**src/rtl/uart_rx_deframer.sv**
```systemverilog
// UART byte-to-frame assembler: sync hunt, header/message shift-in,
// valid/ready frame hand-off and inter-byte timeout abort.
module uart_rx_deframer #(
    parameter int unsigned MESSAGE_SIZE   = 512,
    parameter int unsigned HEADER_SIZE    = 32,
    parameter logic [7:0]  SYNC_BYTE      = 8'hA5,
    parameter int unsigned TIMEOUT_CYCLES = 12000
) (
    input  logic                    clk_in,
    input  logic                    rst_in,
    input  logic                    ll_valid_in,
    input  logic [7:0]              ll_byte_in,
    output logic                    ll_ready_out,
    output logic [HEADER_SIZE-1:0]  header_out,
    output logic [MESSAGE_SIZE-1:0] message_out,
    output logic                    valid_out,
    input  logic                    ready_in,
    output logic                    frame_error_out,
    output logic [7:0]              drop_count_out
);

    localparam int unsigned HDR_BYTES = HEADER_SIZE / 8;
    localparam int unsigned MSG_BYTES = MESSAGE_SIZE / 8;
    localparam int unsigned MAX_BYTES =
        (HDR_BYTES > MSG_BYTES) ? HDR_BYTES : MSG_BYTES;
    localparam int unsigned CNT_W = $clog2(MAX_BYTES + 1);
    localparam int unsigned TO_W  = $clog2(TIMEOUT_CYCLES);

    typedef enum logic [1:0] {
        HUNT,
        HEADER,
        BODY,
        HOLD
    } state_t;

    state_t            state;
    state_t            state_nxt;
    logic [CNT_W-1:0]  byte_cnt;
    logic [TO_W-1:0]   to_cnt;

    logic accept;
    logic is_sync;
    logic last_hdr;
    logic last_msg;
    logic in_frame;
    logic expire;

    assign accept   = ll_valid_in && ll_ready_out;
    assign is_sync  = (ll_byte_in == SYNC_BYTE);
    assign last_hdr = (byte_cnt == CNT_W'(HDR_BYTES - 1));
    assign last_msg = (byte_cnt == CNT_W'(MSG_BYTES - 1));
    assign in_frame = (state == HEADER) || (state == BODY);

    // Expiry fires on the edge where the idle count would reach
    // TIMEOUT_CYCLES-1; an accept on that edge takes priority.
    assign expire = in_frame && !accept &&
                    (to_cnt == TO_W'(TIMEOUT_CYCLES - 2));

    always_ff @(posedge clk_in or negedge rst_in) begin
        if (!rst_in) begin
            state <= HUNT;
        end else begin
            state <= state_nxt;
        end
    end

    always_comb begin
        state_nxt = state;
        unique case (state)
            HUNT: begin
                if (accept && is_sync) begin
                    state_nxt = HEADER;
                end
            end
            HEADER: begin
                if (accept && last_hdr) begin
                    state_nxt = BODY;
                end else if (expire) begin
                    state_nxt = HUNT;
                end
            end
            BODY: begin
                if (accept && last_msg) begin
                    state_nxt = HOLD;
                end else if (expire) begin
                    state_nxt = HUNT;
                end
            end
            HOLD: begin
                if (valid_out && ready_in) begin
                    state_nxt = HUNT;
                end
            end
            default: state_nxt = HUNT;
        endcase
    end

    always_ff @(posedge clk_in or negedge rst_in) begin
        if (!rst_in) begin
            ll_ready_out    <= 1'b0;
            valid_out       <= 1'b0;
            frame_error_out <= 1'b0;
            header_out      <= '0;
            message_out     <= '0;
            drop_count_out  <= 8'd0;
            byte_cnt        <= '0;
            to_cnt          <= '0;
        end else begin
            ll_ready_out    <= (state_nxt != HOLD);
            valid_out       <= (state_nxt == HOLD);
            frame_error_out <= expire;

            if (expire && (drop_count_out != 8'hFF)) begin
                drop_count_out <= drop_count_out + 8'd1;
            end

            if (!in_frame || accept || expire) begin
                to_cnt <= '0;
            end else begin
                to_cnt <= to_cnt + TO_W'(1);
            end

            if (state == HUNT) begin
                byte_cnt <= '0;
            end else if (accept && (state == HEADER)) begin
                header_out <= HEADER_SIZE'({header_out, ll_byte_in});
                byte_cnt   <= last_hdr ? '0 : byte_cnt + CNT_W'(1);
            end else if (accept && (state == BODY)) begin
                message_out <= MESSAGE_SIZE'({message_out, ll_byte_in});
                byte_cnt    <= last_msg ? '0 : byte_cnt + CNT_W'(1);
            end
        end
    end

endmodule

```
**config.mk**
```make
export PLATFORM = sky130hd
export DESIGN_NAME = uart_rx_deframer
export DESIGN_NICKNAME = d
export VERILOG_FILES = /design/src/rtl/uart_rx_deframer.sv
export SDC_FILE = /design/constraint.sdc
export NUM_CORES = 1
export LEC_CHECK = 0
export ABC_AREA = 1
export CAP_MARGIN = 0
export CORE_MARGIN = 4
export CORE_UTILIZATION = 45
export CTS_CLUSTER_DIAMETER = 120
export DETAILED_ROUTE_END_ITERATION = 10
export PLACE_DENSITY = 0.74
export SYNTH_ARGS = -nofsm -noshare
export SYNTH_HDL_FRONTEND = slang
export SYNTH_SLANG_ARGS = --single-unit
```
**constraint.sdc**
```tcl
create_clock -name clk_in -period 2.59 [get_ports clk_in]
set_clock_uncertainty 0.2 [all_clocks]
set_input_delay 0.518 -clock clk_in [delete_from_list [all_inputs] [get_ports clk_in]]
set_output_delay 0.518 -clock clk_in [all_outputs]
set_load 0.02 [all_outputs]
```
## Word-level counts from Yosys, hierarchy flattened

Index checks and enable logic that the tools add are counted.

| storage, ports and cells | value |
|---|---|
| register bits | 578 |
| word-level logic and storage cells | 55 |
| output and inout bits | 555 |

| operators by class | value |
|---|---|
| mux-type cells | 12 |
| reduce and logical (&&, ||, !) cells | 19 |
| equal/unequal tests | 10 |
| bitwise gates (word level) | 2 |
| add/sub/neg operators | 3 |

Operators with widths:

| kind | number |
|---|---|
| two-way mux 7 bit | 5 |
| adder 14 x 1 -> 14 bit, second input constant | 1 |
| == test 14 bit, second input constant | 1 |
| two-way mux 14 bit | 1 |
| logical AND 1 bit | 10 |
| two-way mux 2 bit | 5 |
| adder 8 x 1 -> 8 bit, second input constant | 1 |
| == test 8 bit, second input constant | 1 |
| != test 8 bit, second input constant | 1 |
| one-hot mux 2 bit (4 select lines) | 1 |
| adder 7 x 1 -> 7 bit, second input constant | 1 |
| == test 7 x 2 -> 1 bit, second input constant | 1 |
| == test 7 x 6 -> 1 bit, second input constant | 1 |
| == test 2 bit, second input constant | 3 |
| logical OR 1 bit | 3 |
| AND reduction 3 bit | 1 |
| nonzero test 3 bit | 1 |
| == test 2 x 1 -> 1 bit, second input constant | 1 |
| logical NOT 1 bit | 2 |
| logical NOT 2 bit | 1 |
| != test 2 bit, second input constant | 1 |
| inverter 1 bit | 2 |
| AND reduction 2 bit | 1 |

## Longest topological paths before layout

Gate-level depths: netlist of run 1.

| logic depth | value |
|---|---|
| depth after elaboration | 8 |
| depth in mapped cells | 13 |
| gate-level depth less buffers | 13 |

## Least setup slack after synthesis of run 1

OpenSTA, ideal clock, no wires.

| timing | value |
|---|---|
| path kind | reg2reg |
| start point | reg state[0] |
| end point | reg message_out[477] |
| clock period less this slack | 1.814 ns |
| path buffers | 3 |
| path slack | 0.776 ns |
| data required time | 2.260 ns |
| arrival | 1.484 ns |
| cell stages (with the launch flop) | 11 |
| path through | dfrtp_1 inv_1 ha_1 inv_2 nor2_4 nand3_2 buf_6 buf_6 buf_2 nand2_1 o21ai_0 |

| on the way | value |
|---|---|
| longest elaborated chain between the ends | 4 |

RTL lines:

| element | line | RTL |
|---|---|---|
| start: declaration | 36 | `state_t state;` |
| start signal: assignment | 63 | `state <= state_nxt;` |
| == test 2 x 1 -> 1 bit | 125 | `end else if (accept && (state == HEADER)) begin` |
| logical AND 1 bit | 125 |  |
| inverter 1 bit (no source line) | -- |  |
| AND reduction 3 bit (no source line) (*) | -- |  |
| end signal: assignment | 129 | `message_out <= MESSAGE_SIZE'({message_out, ll_byte_in});` |
| end: declaration | 15 | `output logic [MESSAGE_SIZE-1:0] message_out,` |

Mark *: on every way between the ends. The rest lies on a longest branch, timed or not.
A chain may end at the register's enable or synchronous reset.

## Final worst setup path of run 1

| timing | value |
|---|---|
| start point | reg message_out[94] |
| end point | out message_out[94] |

No word-level cell between the ends.

==> summary.md, run 1 <==
| Metric | Value |
|---|---|
| Status | finished, final reports clean |
| Crit-path leading delay family | buffers and inverters |
| Area delta synth->final | 38.4% |
| Die Height | 229 µm |
| Worst-path clk slew | 0.06 ns |
| Final instance area | 30500 µm² |
| Worst path max stage delay | 0.67 ns |
| Gr ovfl total | 0 |
| Leakage power | 14.9 nW |
| Buf+Inv Stages, Crit Path | 1 |
| Mapped Cells | 2254 |
| GRT Total Usage | 0.241 |
| Row count | 80 |
| Initial DRC count | 1410 |
| Post-synthesis cell area | 22100 µm² |
| CP Max Fanout | 3 |
| Post-synthesis sequential area ratio | 0.656 |
| Syn_area_per_cell | 9.79 µm² |
| Arr. time, crit path | 1.76 ns |
| Area leader, netlist | dfrtp_1 |
| Final WL | 64100 µm |
| Final setup viols | 0 |
| Num ports | 567 |
| Setup TNS | 0 ns |
| Peak supply drop | 949 µV |
| Post CTS Setup Buffer Count | 0 |
| Pwr/cell area | 1510 nW/µm² |
| Synth Warn # | 0 |
| DP HPWL | 48000 µm |
| DR vias/cell | 4.91 |
| Placed inst area | 28600 µm² |
| Final worst slack | 0.113 ns |
| Crit-path cells | clkdlybuf4s50_1 |
| Ant. Diodes | 0 |
| CTS Buf Count | 58 |
| Drt pass-1 iters | 6 |
| Fill cells | 3778 |
| Die width | 229 µm |
| Number of port buffers | 566 |
| Share of Yosys cell area claimed by the top area cell type | 0.656 |
| Slowest cell on the critical path | clkdlybuf4s50_1 |
| Area of the core | 48100 µm² |
| Relative slew margins | 0.645 |
| Syn_nets | 2274 |
| Layout cells sized above 1 | 0.0617 |
| F_max | 404 MHz |
| Max-cap violations | 0 |
| Fin util | 0.634 |
| RD Place Congestion | 0.861 |
| Worst-margin pin slew | 0.533 ns |
| CP startpoint kind | register |
| Top FF cell, synth | dfrtp_1 |
| Max Slew Vio Count | 0 |
| TritonCTS clock tree | yes |
| First-pass GRT wire length | 100000 µm |
| Critical path class | reg2out |
| Min Tclk post-route | 2.48 ns |
| Vias post-DR | 17300 |
| Largest net degree at the start of global routing | 69 |
| Die Area | 52600 µm² |
| Post-route DRC | 0 |
| Hold crit path type | in2async |
| Initial antenna violation count | 0 |
| Routed len/inst | 18.2 µm |
| Final layout net count | 2847 |
| RSZ-0062 raised after global routing | false |
| Final worst-path cycle share | 0.956 |
| Count of cell types in the netlist | 28 |
| Vias in the first global route | 17200 |
| Placed cells | 3422 |
| Place WS | 0.0801 ns |
| Initial Utilization | 0.458 |
| Root buf cell | clkbuf_16 |
| Crit. End Element | primary output |
| Final ANT Viol Nets | 0 |
| H-tree depth | 2 |
| Hold Vio Cnt, Final | 0 |
| Seq cells post-synth | 578 |
| Number of synthesized flops with an enable pin | 0 |
| Worst EP required | 1.87 ns |
| Non-Filler Instances | 3523 |
| Max clock buf depth | 3 |
| Worst-skew pair later-pin latency | 0.60 ns |
| Ys async rst share | 1.00 |
| Largest cells by area after synthesis | dfrtp_1 (66%), o21ai_0 (6.3%), a21oi_1 (5.9%) |
| Sinks on Clock Net | 578 |
==> logic make-up after synthesis <==
logic type / synth area share
AND/OR/NAND/NOR: 0.118
AO/OA/AOI/OAI: 0.124
adder cells (fa/ha/maj): 0.00454
XOR/XNOR: 0.00556
buffers and inverters: 0.0842
multiplexers: 0.00817
flip-flops: 0.656
==> final cells by class <==
class,count,area [µm²],share of cell area
inverter,305,1140,0.0375
multi-input combinational,1252,5750,0.188
sequential,578,14500,0.474
tap,656,821,0.0269
clock buffer,88,1690,0.0555
clock inverter,12,179,0.00586
timing repair buffer,632,6470,0.212
==> final timing paths <==
check / from / to / slack, ns / cells after the start
max reg2reg: state[0] / message_out[487] / 0.41 / 9
min in group clk_in: to_cnt[0] / to_cnt[0] / 0.26 / 1
max in group asynchronous: rst_in / message_out[471] / 0.96 / 3
min: rst_in / message_out[348] / 0.24 / 2
max: message_out[94] / message_out[94] / 0.11 / 1
min reg2reg: to_cnt[0] / to_cnt[0] / 0.26 / 1
==> what timing repair did <==
| item | 4_1_cts | 5_1_grt |
|---|---|---|
| hold buffers | 1 | 0 |
| endpoints found under the setup margin | 1 | 0 |
| resized for setup | 1 | 0 |
| hold endpoints to repair | 36 | 0 |
==> synth_stat cells (3+ instances only) <==
cell type    n
mux2_2      16
xnor2_1      5
ha_1         8
nand2_1    333
xor2_1       9
buf_6       25
inv_1      301
dfrtp_1    578
nand3_1     18
nor3_1      11
buf_2       62
clkbuf_1    32
o21ai_1      6
inv_2        4
nor2_2       3
nor2_1     290
nand4_1      6
a21oi_1    262
o21ai_0    276
==> report_power, final <==
| group | switching [mW] | total [mW] | internal [mW] |
|---|---|---|---|
| Sequential | 3.41 | 16.6 | 13.2 |
| Clock | 3.42 | 8.29 | 4.87 |
| Combinational | 11.9 | 21.2 | 9.21 |
| Total | 18.8 | 46.0 | 27.3 |
==> per-stage QoR <==
step	hold WS (ns)	power (mW)
2_1_floorplan	0.0224	26.1
3_3_place_gp	0.244	37.3
3_5_place_dp	0.251	37.9
4_1_cts	0.242	46.5
5_1_grt	0.274	48.7
6_report	0.243	46.0
==> metal layers <==
metal | vias up | global-route usage | share of wire
met4 | 0 | 0.115 | 0.050
li1 | 8238 | - | -
met3 | 158 | 0.0609 | 0.069
met5 | - | 0 | 0
met2 | 596 | 0.392 | 0.48
met1 | 8322 | 0.303 | 0.40
==> state kept, by name, summed over array words and instances (netlist names) <==
name and count:
to_cnt 14, frame_error_out 1, state 2, byte_cnt 7
ll_ready_out 1, message_out 512, drop_count_out 8, valid_out 1
header_out 32
==> placed cells by master (no fill, tap or decap), drive strengths merged <==
cell           count
dfrtp            578
clkdlybuf4s50    564
nand2            334
inv              307
nor2             294
o21ai            282
a21oi            262
clkbuf            88
buf               66
nand3             19
mux2              16
nor3              11
xor2               9
ha                 8
nand4              6
clkinv             6
xnor2              5
bufinv             4
nor4               2
and2               1
o22ai              1
nor3b              1
o21a               1
dlygate4sd3        1
dlygate4sd2        1
Note: power is estimated with default switching activity, not from simulation.
==> run 2, diff against run 1 <==
Clock period 2.59 ns to 2.8 ns, I/O delays scaled along.
==> run 2 against run 1 <==
Net effect:
- flip-flop and latch count stayed put
- critical path depth did not move
- final area hardly changed
- global-route usage fell by 0.13 points
==> summary.md, run 2 (synthesis results as in run 1) <==
| Metric | Value |
|---|---|
| Status | finished, final reports clean |
| Most common cell after layout, fill and taps aside | dfrtp_1 |
| Post-CTS sizing | 0 |
| First-pass GRT wire length | 99600 µm |
| Peak supply drop | 904 µV |
| Drt pass-1 iters | 5 |
| Total power | 42.8 mW |
| Most flops, register | message_out |
| Max-cap violations | 0 |
| Slowest cell on the critical path | clkdlybuf4s50_1 |
| Leakage power | 14.9 nW |
| Reg2reg path depth | 8 |
| Final WL | 63700 µm |
| Sinks on Clock Net | 578 |
| Largest net degree at the start of global routing | 132 |
| Area of the core | 48100 µm² |
| Crit-path leading delay family | buffers and inverters |
| Place WS | 0.216 ns |
| Max Slew Vio Count | 0 |
| Reg-to-reg startpoint | state[1] |
| Worst-skew pair later-pin latency | 0.61 ns |
| Die width | 229 µm |
| CTS Hold Bufs | 1 |
| Critical path class | reg2out |
| CP Max Fanout | 3 |
| Die Height | 229 µm |
| CP startpoint kind | register |
| Placed cells | 3409 |
| Min Hold Slack | 0.263 ns |
| Min Tclk post-route | 2.54 ns |
| Gr ovfl total | 0 |
| CTS Buf Count | 57 |
| Worst hold path stage count | 1 |
| Arr. time, crit path | 1.78 ns |
| Initial antenna violation count | 0 |
| Vias post-DR | 17100 |
| Clk network pwr share | 0.186 |
| Worst path max stage delay | 0.66 ns |
| Post CTS Setup Buffer Count | 0 |
| Setup TNS | 0 ns |
| F_max | 394 MHz |
| Net Sw Power | 17.4 mW |
| DP HPWL | 47400 µm |
| Flop-to-flop setup slack | 0.62 ns |
| Layout cells sized above 1 | 0.0612 |
| Initial Utilization | 0.458 |
| Vias in the first global route | 17100 |
| TritonCTS clock tree | yes |
| Hold Vio Cnt, Final | 0 |
| Cell Int Power | 25.3 mW |
| Final layout net count | 2833 |
| Worst Min Path Start | to_cnt[0] |
| Final worst slack | 0.263 ns |
| Worst-path clk slew | 0.06 ns |
| Num ports | 567 |
| Final worst-path cycle share | 0.906 |
| Number of port buffers | 566 |
| Buf+Inv Stages, Crit Path | 1 |
| Post-route DRC | 0 |
| Hold EP | to_cnt[0] |
| Row count | 80 |
| Non-Filler Instances | 3515 |
| DR vias/cell | 4.87 |
| GRT Total Usage | 0.239 |
| Area delta synth->final | 38.4% |
| Worst-margin pin slew | 0.655 ns |
| Combinational Power Share | 0.455 |
| Final setup viols | 0 |
| Ant. Diodes | 0 |
| Max clock buf depth | 3 |
| R2R Path End | message_out[330] |
| Routed len/inst | 18.1 µm |
| Final ANT Viol Nets | 0 |
| Worst EP required | 2.04 ns |
| Pwr/cell area | 1400 nW/µm² |
| Initial DRC count | 1416 |
| Crit. End Element | primary output |
| Switch share | 0.408 |
| Regs by FF count | message_out (512), header_out (32), to_cnt (14) |
| RD Place Congestion | 0.868 |
| Max reg flops | 512 |
| Reg power frac | 0.359 |
| Crit-path cells | clkdlybuf4s50_1 |
| Relative slew margins | 0.563 |
| Fill cells | 3787 |
| Root buf cell | clkbuf_16 |
| Commonest cells after routing, fill and taps aside | dfrtp_1 (578), clkdlybuf4s50_1 (565), nand2_1 (333), inv_1 (301), nor2_1 (290) |
| H-tree depth | 2 |
| Die Area | 52600 µm² |
| Hold crit path type | reg2reg |
| RSZ-0062 raised after global routing | false |
[run 2: power by group through the flow]
stage          Sequential (mW)  Combinational (mW)  Clock [mW]
2_1_floorplan             19.1                5.03           0
3_3_place_gp              15.3                19.2           0
3_5_place_dp              15.4                19.6           0
4_1_cts                   15.4                19.7        8.09
5_1_grt                   15.8                20.9        8.47
6_report                  15.4                19.5        7.94
[run 2: area by class of cell]
type / count / area [µm²] / area share
sequential: 578 / 14500 / 0.474
timing repair buffer: 619 / 6400 / 0.209
multi-input combinational: 1252 / 5750 / 0.188
clock buffer: 81 / 1660 / 0.0543
inverter: 305 / 1140 / 0.0375
tap: 656 / 821 / 0.0269
clock inverter: 24 / 304 / 0.00996
[run 2: metal layers]
layer / part of all wire / global-route usage
met5: 0 / 0
met4: 0.038 / 0.0854
met3: 0.074 / 0.0627
met2: 0.49 / 0.406
met1: 0.39 / 0.297
[run 2: how the worst max path moves through the flow]
stage | start | to | slack (ns) | depth (start not counted)
after global routing | message_out[50] | message_out[50] | 0.17 | 1
after global placement | ll_valid_in | message_out[48] | 0.27 | 9
after CTS | message_out[49] | message_out[49] | 0.19 | 1
after floorplan | state[0] | message_out[477] | 0.99 | 10
after detailed placement | ll_valid_in | message_out[472] | 0.22 | 9
final | message_out[62] | message_out[62] | 0.26 | 1
[run 2: through the flow]
step                      utilization  instance area [µm²]
final                           0.634                30500
after CTS                       0.634                30500
after global placement          0.593                28600
after floorplan                     -                22100
after global routing            0.634                30500
after detailed placement        0.593                28600
==> run 3, diff against run 2 <==
Settings changed: CORE_MARGIN 4 to 10, RECOVER_POWER from default to 100, SKIP_LAST_GASP from default to 1.
==> run 3 against run 2 <==
Net effect:
- worst setup slack worse by 0.11 ns
- wire length up 6.3%
- largest cell class unchanged
- combinational power down 7%
- non-clock buffer count up 9
- total power down 2.4%
- register-to-register slack worse by 0.37 ns
- maximum frequency down 4.1%
- final area down 0.81%
- worst hold slack better by 0.017 ns
- highest routed layer unchanged
- critical path depth unchanged
- count of clock-buffer cells in the layout down 4
==> summary.md, run 3 (synthesis results as in run 1) <==
| Metric | Value |
|---|---|
| Peak supply drop | 815 µV |
| Ant. Diodes | 0 |
| Max-cap violations | 0 |
| Reg-to-reg startpoint | state[0] |
| Final instance area | 30300 µm² |
| Regs by FF count | message_out (512), header_out (32), to_cnt (14) |
| Buf+Inv Stages, Crit Path | 1 |
| Critical path class | reg2out |
| CP startpoint kind | register |
| Leakage power | 15.0 nW |
| Post CTS Setup Buffer Count | 0 |
| Slowest cell on the critical path | clkdlybuf4s50_1 |
| Min Tclk post-route | 2.65 ns |
| Reg2reg path depth | 10 |
| TritonCTS clock tree | yes |
| Relative slew margins | 0.127 |
| Place WS | 0.190 ns |
| Fill cells | 3857 |
| Root buf cell | clkbuf_16 |
| Worst path max stage delay | 0.87 ns |
| Most flops, register | message_out |
| DR vias/cell | 4.92 |
| Max Slew Vio Count | 0 |
| Status | finished, final reports clean |
| Final worst-path cycle share | 0.945 |
| Total power | 41.7 mW |
| Initial DRC count | 1493 |
| Commonest cells after routing, fill and taps aside | dfrtp_1 (578), dlygate4sd3_1 (555), nand2_1 (333), inv_1 (303), nor2_1 (292) |
| Crit-path cells | clkdlybuf4s50_1 |
| Arr. time, crit path | 1.89 ns |
| Largest net degree at the start of global routing | 87 |
| Setup TNS | 0 ns |
| R2R Path End | message_out[411] |
| RSZ-0062 raised after global routing | false |
| Area of the core | 48700 µm² |
| GRT Total Usage | 0.225 |
| Final ANT Viol Nets | 0 |
| Drt pass-1 iters | 5 |
| Max reg flops | 512 |
| Flop-to-flop setup slack | 0.25 ns |
| Hold EP | to_cnt[0] |
| Pwr/cell area | 1380 nW/µm² |
| Post-route DRC | 0 |
| Worst Min Path Start | to_cnt[0] |
| Final layout net count | 2842 |
| Initial antenna violation count | 0 |
| RD Place Congestion | 0.893 |
| Final setup viols | 0 |
| Gr ovfl total | 0 |
| Final worst slack | 0.153 ns |
| Die Area | 58300 µm² |
| H-tree depth | 2 |
| Hold crit path type | reg2reg |
| Placed cells | 3426 |
| DP HPWL | 51500 µm |
| Layout cells sized above 1 | 0.0530 |
| Placed inst area | 28600 µm² |
| Min Hold Slack | 0.280 ns |
| Number of port buffers | 566 |
| Crit-path leading delay family | buffers and inverters |
| Worst-margin pin slew | 1.31 ns |
| Worst-path clk slew | 0.06 ns |
| Routed len/inst | 19.2 µm |
| Worst hold path stage count | 1 |
| CTS Buf Count | 57 |
| Die Height | 241 µm |
| Row count | 81 |
| Vias in the first global route | 17000 |
| Non-Filler Instances | 3534 |
| Hold Vio Cnt, Final | 0 |
| Vias post-DR | 17400 |
| Area delta synth->final | 37.3% |
| Num ports | 567 |
| CP Max Fanout | 3 |
| Fin util | 0.621 |
| Most common cell after layout, fill and taps aside | dfrtp_1 |
| Worst EP required | 2.04 ns |
| Die width | 241 µm |
| Sinks on Clock Net | 578 |
| Crit. End Element | primary output |
| Final WL | 67700 µm |
| First-pass GRT wire length | 101000 µm |
| Initial Utilization | 0.453 |
| Max clock buf depth | 3 |
| F_max | 378 MHz |
| Worst-skew pair later-pin latency | 0.61 ns |
## run 3: cell types whose count changed in the layout (fill, tap and decap cells not counted), moves of 3 or more
cell and change:
buf_4 -24, clkdlybuf4s50_1 -554, clkbuf_1 +26, o21ai_1 -5
clkbuf_4 +8, clkbuf_2 +13, inv_2 -3, bufinv_16 +4
dlygate4sd3_1 +554, buf_12 -20, o21ai_0 +5
## run 3: timing repair
action,in CTS,in global routing
gates resized for setup,0,0
hold buffers,1,0
endpoints found under the hold margin,40,0
## run 3: routing by layer
metal | vias to the layer above | part of all wire | global-route usage | wire length (µm)
li1 | 8248 | - | - | -
met1 | 8434 | 0.39 | 0.277 | 26500
met2 | 583 | 0.49 | 0.380 | 33400
met3 | 114 | 0.083 | 0.0616 | 5630
met4 | 0 | 0.031 | 0.0730 | 2130
met5 | - | 0 | 0 | 0
## run 3: how the worst max path moves through the flow
stage	startpoint	cells after the start	endpoint	slack, ns
after floorplan	state[0]	10	message_out[477]	0.99
after global placement	ll_valid_in	10	message_out[387]	0.26
after detailed placement	ll_valid_in	10	message_out[387]	0.19
after CTS	message_out[75]	1	message_out[75]	0.12
after global routing	state[1]	8	message_out[292]	0.06
final	message_out[75]	1	message_out[75]	0.15
## run 3: power breakdown
| part | total (mW) | leakage, nW | internal (mW) | switching (mW) |
|---|---|---|---|---|
| registers | 15.3 | 6.82 | 12.2 | 3.09 |
| logic | 18.1 | 7.16 | 6.92 | 11.2 |
| clock network | 8.36 | 1.01 | 5.02 | 3.34 |
| total | 41.7 | 15.0 | 24.1 | 17.6 |
## run 3: area by class of cell
cell class	count	area (µm²)	area share
Clock inverter	30	439	0.0145
Multi-Input combinational cell	1252	5720	0.189
Tap cell	664	831	0.0274
Inverter	305	1140	0.0378
Clock buffer	77	1630	0.0539
Sequential cell	578	14500	0.477
Timing Repair Buffer	628	6060	0.200
